==> src/rtl/branch_predictor_v2.sv <==
// Branch predictor with a configurable-index PHT of saturating counters, local or global history,
// a one-cycle registered prediction path and a saturating misprediction counter.
module branch_predictor_v2 #(
    parameter int ADDR_WIDTH     = 32,
    parameter int HASH_WIDTH     = 4,
    parameter int HISTORY_LENGTH = 4,
    parameter int CNT_WIDTH      = 2,
    parameter int MODE           = 1,
    parameter int STAT_WIDTH     = 16
) (
    input  logic                  Sys_clk,
    input  logic                  Sys_rst_n,
    input  logic                  Sys_rdy,
    input  logic                  IFPD_predict_en,
    input  logic [ADDR_WIDTH-1:0] IFPD_pc,
    input  logic                  IFPD_feedback_en,
    input  logic [ADDR_WIDTH-1:0] IFPD_feedback_pc,
    input  logic                  IFPD_branch_result,
    input  logic                  IFPD_feedback_predicted,
    output logic                  PDIF_predict_valid,
    output logic                  PDIF_predict_result,
    output logic [STAT_WIDTH-1:0] PDIF_mispredict_cnt
);

    localparam int IDX_W     = HASH_WIDTH + HISTORY_LENGTH;
    localparam int PHT_DEPTH = 1 << IDX_W;
    localparam int BHR_DEPTH = 1 << HASH_WIDTH;
    localparam logic [CNT_WIDTH-1:0]  CNT_INIT = {1'b0, {(CNT_WIDTH-1){1'b1}}};
    localparam logic [CNT_WIDTH-1:0]  CNT_MAX  = {CNT_WIDTH{1'b1}};
    localparam logic [CNT_WIDTH-1:0]  CNT_MIN  = {CNT_WIDTH{1'b0}};
    localparam logic [STAT_WIDTH-1:0] MISS_MAX = {STAT_WIDTH{1'b1}};

    logic [CNT_WIDTH-1:0]      pht_q [PHT_DEPTH];
    logic [HISTORY_LENGTH-1:0] bhr_q [BHR_DEPTH];
    logic [HISTORY_LENGTH-1:0] ghr_q;
    logic                      valid_q;
    logic                      result_q;
    logic [STAT_WIDTH-1:0]     miss_q;

    logic [HASH_WIDTH-1:0]     pred_hash_s;
    logic [HASH_WIDTH-1:0]     fb_hash_s;
    logic [IDX_W-1:0]          pred_idx_s;
    logic [IDX_W-1:0]          fb_idx_s;
    logic [HISTORY_LENGTH-1:0] fb_hist_base_s;
    logic [HISTORY_LENGTH-1:0] fb_hist_d;
    logic [CNT_WIDTH-1:0]      fb_cnt_d;
    logic [STAT_WIDTH-1:0]     miss_d;
    logic                      unused_s;

    function automatic logic [IDX_W-1:0] pht_index(
        input logic [ADDR_WIDTH-1:0]     pc,
        input logic [HISTORY_LENGTH-1:0] lhist,
        input logic [HISTORY_LENGTH-1:0] ghist
    );
        logic [IDX_W-1:0] idx;
        case (MODE)
            32'sd1:  idx = {pc[HASH_WIDTH+1:2], lhist};
            32'sd2:  idx = pc[IDX_W+1:2] ^ {{HASH_WIDTH{1'b0}}, ghist};
            default: idx = pc[IDX_W+1:2];
        endcase
        return idx;
    endfunction

    function automatic logic [CNT_WIDTH-1:0] sat_step(
        input logic [CNT_WIDTH-1:0] cnt,
        input logic                 taken
    );
        logic [CNT_WIDTH-1:0] nxt;
        if (taken) begin
            nxt = (cnt == CNT_MAX) ? cnt : cnt + {{(CNT_WIDTH-1){1'b0}}, 1'b1};
        end else begin
            nxt = (cnt == CNT_MIN) ? cnt : cnt - {{(CNT_WIDTH-1){1'b0}}, 1'b1};
        end
        return nxt;
    endfunction

    // Index and next-state computation; everything reads pre-edge state, so no bypass exists.
    always_comb begin
        pred_hash_s = IFPD_pc[HASH_WIDTH+1:2];
        fb_hash_s   = IFPD_feedback_pc[HASH_WIDTH+1:2];
        pred_idx_s  = pht_index(IFPD_pc, bhr_q[pred_hash_s], ghr_q);
        fb_idx_s    = pht_index(IFPD_feedback_pc, bhr_q[fb_hash_s], ghr_q);
        fb_cnt_d    = sat_step(pht_q[fb_idx_s], IFPD_branch_result);
        if (MODE == 32'sd1) begin
            fb_hist_base_s = bhr_q[fb_hash_s];
        end else begin
            fb_hist_base_s = ghr_q;
        end
        fb_hist_d = {fb_hist_base_s[HISTORY_LENGTH-2:0], IFPD_branch_result};
        if (IFPD_feedback_en && (IFPD_branch_result != IFPD_feedback_predicted)
                && (miss_q != MISS_MAX)) begin
            miss_d = miss_q + {{(STAT_WIDTH-1){1'b0}}, 1'b1};
        end else begin
            miss_d = miss_q;
        end
    end

    assign unused_s = ^{IFPD_pc, IFPD_feedback_pc, ghr_q};

    // Table, history and output registers; Sys_rdy low freezes everything and drops valid.
    always_ff @(posedge Sys_clk or negedge Sys_rst_n) begin
        if (!Sys_rst_n) begin
            for (int i = 0; i < PHT_DEPTH; i++) begin
                pht_q[i] <= CNT_INIT;
            end
            for (int i = 0; i < BHR_DEPTH; i++) begin
                bhr_q[i] <= {HISTORY_LENGTH{1'b0}};
            end
            ghr_q    <= {HISTORY_LENGTH{1'b0}};
            valid_q  <= 1'b0;
            result_q <= 1'b0;
            miss_q   <= {STAT_WIDTH{1'b0}};
        end else if (Sys_rdy) begin
            valid_q <= IFPD_predict_en;
            if (IFPD_predict_en) begin
                result_q <= pht_q[pred_idx_s][CNT_WIDTH-1];
            end
            if (IFPD_feedback_en) begin
                pht_q[fb_idx_s] <= fb_cnt_d;
                if (MODE == 32'sd1) begin
                    bhr_q[fb_hash_s] <= fb_hist_d;
                end
                if (MODE == 32'sd2) begin
                    ghr_q <= fb_hist_d;
                end
            end
            miss_q <= miss_d;
        end else begin
            valid_q <= 1'b0;
        end
    end

    assign PDIF_predict_valid  = valid_q;
    assign PDIF_predict_result = result_q;
    assign PDIF_mispredict_cnt = miss_q;

endmodule

==> config.mk <==
export PLATFORM = sky130hd
export DESIGN_NAME = branch_predictor_v2
export DESIGN_NICKNAME = d
export VERILOG_FILES = /design/src/rtl/branch_predictor_v2.sv
export SDC_FILE = /design/constraint.sdc
export NUM_CORES = 2
export LEC_CHECK = 0
export BUFFER_PORTS_ARGS = -buffer_cell sky130_fd_sc_hd__buf_2
export CAP_MARGIN = 25
export CORE_ASPECT_RATIO = 0.5
export CORE_MARGIN = 2
export CORE_UTILIZATION = 40
export DETAILED_ROUTE_END_ITERATION = 16
export PLACE_DENSITY_LB_ADDON = 0.08
export SYNTH_ARGS = -nofsm -noshare
export SYNTH_HDL_FRONTEND = slang
export SYNTH_SLANG_ARGS = --single-unit
export TNS_END_PERCENT = 100
==> constraint.sdc <==
create_clock -name Sys_clk -period 3.59 [get_ports Sys_clk]
set_input_delay 0.1795 -clock Sys_clk [delete_from_list [all_inputs] [get_ports Sys_clk]]
set_output_delay 0.1795 -clock Sys_clk [all_outputs]
set_load 0.01 [all_outputs]
==> impl_metrics.py <==
metrics = {
    "sta": {
        "max_slew.worst_pin.slew_ns": 0.7126,
        "setup_viol": 513,
        "finClkSkew_ns": 0.02977,
        "period_share": 1.161,
        "fin_ws_ns": -0.5788,
        "finalMaxSlewViolations": 0,
        "rsz0062_at_grt": "true",
        "finalHoldViolations": 0,
        "slew-limit-headroom": 0.5249,
        "max_freq_mhz": 239.9,
        "post-route-min-period_ns": 4.169,
    },
    "outcome": {
        "status": "complete, but fails checks",
        "violations": "setup timing",
    },
    "die": {
        "die_w_um": 393.9,
        "core_area_um2": 75150,
        "die_h_um": 198.9,
        "rows": 71,
        "io_pins": 89,
        "start_util": 0.4045,
        "fp.dieArea_um2": 78350,
    },
    "global_route": {
        "grt_max_degree": 95,
        "grt_pass1_vias": 25872,
        "groute.usage.overall": 0.3049,
        "grt-ovfl-total": 0,
        "antenna_found_initial": 2,
        "grt_pass1_wl_mm": 176.7,
    },
    "synth": {
        "synth_seq_cells": 594,
        "synthTopCellsByArea": "dfrtp_1 (28%), dfstp_2 (22%), nand2_1 (15%)",
        "synth_edf_count": 0,
        "synthCells": 3354,
        "ys.flop_type": "dfrtp_1",
        "async_flop_share": 1.000,
        "yosysSeqAreaShare": 0.4995,
        "synth-warning-count": 0,
        "synth_top_area_share": 0.2782,
        "synthTopCellsByCount": "nand2_1 (1175), o21ai_1 (463), dfrtp_1 (338)",
        "postSynthAreaPerCell_um2": 9.063,
        "yosysMostFrequentCell": "nand2_1",
        "synth_cell_types": 66,
        "synth_top_area_cell": "dfrtp_1",
        "synth_fp_nets": 3426,
        "syn_area_um2": 30400,
    },
    "worst_setup_path": {
        "crit_slowest_cell": "o32a_1",
        "cp-start-kind": "flip-flop",
        "crit_path_max_incr_delay_ns": 0.40,
        "required_ns": 4.17,
        "critPathCaptureType": "flip-flop",
        "r2r_setup_slack_ns": -0.58,
        "path_class": "flip-flop to flip-flop",
        "path_cells": "mux2i_1 -> o32a_1 -> a21bo_2 -> nand2_8 -> buf_12 -> buf_4 -> mux4_2 -> mux2i_1 -> nand3_1 -> nand4_1 -> o211ai_1 -> and3_1 -> maj3_4 -> buf_12 -> clkbuf_16 -> o21ai_1",
        "cp.arrival_ns": 4.75,
        "cp_max_fo": 26,
    },
    "clock_network": {
        "htreeDepth": 2,
        "cts.sinks": 594,
        "clk_pin_slew_worst_paths_ns": 0.07,
        "cts_tree": "done",
        "clockRootBuffer": "clkbuf_16",
        "cts_made_buffers": 57,
        "clock_path_buffers": 3,
        "clock_latency_ns": 0.67,
    },
    "routing": {
        "initialDrtViolationCount": 2887,
        "ant_nets": 0,
        "vias_per_cell": 5.762,
        "drc": 0,
        "dr.pass1.iters": 6,
        "wire_per_inst_um": 25.49,
        "via_count": 27334,
        "routed_wl_mm": 120.9,
    },
    "place": {
        "io_buffers": 32,
        "placed_cell_area_um2": 34730,
        "gp_congestion": 0.9683,
        "dp_hpwl_mm": 84.87,
    },
    "final_layout": {
        "postLayoutCoreUtil": 0.5064,
        "fillers": 7059,
        "layout.nets": 3743,
        "post_route_cells_drive_above_1_share": 0.3022,
        "multi_input_comb_area_um2": 14720,
        "stdcell_area_um2": 38060,
        "ff_latch_area_um2": 15180,
        "area_growth_pct": 25.21,
    },
    "hold_path": {
        "hold_path.class": "input port to flip-flop",
    },
    "power_and_ir_drop": {
        "ir_drop_uv": 389.9,
        "power.leakage_uw": 0.01492,
        "powerDensity_nw_per_um2": 559.9,
    },
    "flow_run": {
        "max_cap_violations": 0,
    },
}
## power breakdown
part	internal, uW	switching [uW]
combinational	2850	4190
sequential	7200	307
clock	3900	2860
total	14000	7360
## routing by layer
metal  part of all wire  track usage
met2               0.42       0.4428
met3               0.10      0.06479
met1               0.46       0.4638
met5                  0            0
met4              0.019      0.06556
## worst max-delay path, delay by kind of cell (launching register included)
kind	cells	cell delay, ns
flip-flops	1	0.39
buffers and inverters	4	0.87
adder cells (fa/ha/maj)	1	0.36
AO/OA/AOI/OAI	4	1.00
AND/OR/NAND/NOR	4	0.71
multiplexers	3	0.72
## state kept, by name, summed over array words and instances (netlist names)
signal	count
PDIF_predict_result	1
bhr_q	64
PDIF_predict_valid	1
pht_q	512
PDIF_mispredict_cnt	16
## cells in the final DEF, fill, tap and decap left out, drive strengths merged, types with 9 or more instances in the layout
cell,count
a21oi,74
dfstp,256
a32oi,29
o22ai,38
nor2,123
nand3,131
a2111oi,9
nor4,10
dfrtp,338
buf,476
a31oi,12
o21ai,529
mux2,55
nand2,1177
mux2i,89
xnor2,10
mux4,81
and3,22
clkbuf,95
nand4,29
## final timing paths
kind                       depth (start not counted)               start                  to
min reg2reg                                        2          pht_q[428]          pht_q[428]
max reg2reg                                       16           bhr_q[41]            pht_q[8]
min in group asynchronous                          2           Sys_rst_n  PDIF_predict_valid
max in group asynchronous                          3           Sys_rst_n          pht_q[420]
max                                               16           bhr_q[41]            pht_q[8]
min                                                3  IFPD_branch_result           bhr_q[20]
## cells by family (layout without fill, tap and decap cells)
group / Yosys count / after routing / share of synthesized area
xor gates and xnor gates: 15 / 15 / 0.004322
other: 0 / 2 / 0
muxes: 225 / 225 / 0.1111
AOI/OAI and AO/OA: 760 / 760 / 0.1400
buffers and inverters: 231 / 597 / 0.04165
adders and majority gates: 3 / 3 / 0.001152
DFF: 594 / 594 / 0.4995
and+or+nand+nor: 1526 / 1526 / 0.2023
## per-stage QoR
stage	TNS (ns)	power, uW	hold slack (ns)	worst slack (ns)	cells
after global placement	-601.54	13820	0.2189	-1.278	4598
after floorplan	0	10400	-0.1161	0.003609	3354
after detailed placement	-563.19	13860	0.2256	-1.220	4598
after global routing	-325.63	21980	0.09893	-0.7099	4742
after CTS	-254.22	20900	0.05658	-0.5577	4724
final	-260.51	21310	0.07337	-0.5788	4744
## final cells by class
class	count	share of cell area
Inverter	4	0.0003945
Antenna cell	2	0.0001315
Sequential cell	594	0.3989
Clock inverter	19	0.007988
Tap cell	1022	0.03360
Timing Repair Buffer	485	0.1266
Multi-Input combinational cell	2529	0.3867
Clock buffer	89	0.04569
## timing repair
action / CTS / global route
pin swaps: 22 / 19
setup endpoints to repair: 513 / 513
buffers inserted: 17 / 12
gates cloned: 0 / 6
hold buffers: 3 / 0
resized for setup: 93 / 125
endpoints found under the hold margin: 70 / 0
Power figures use the tool's default switching activity.
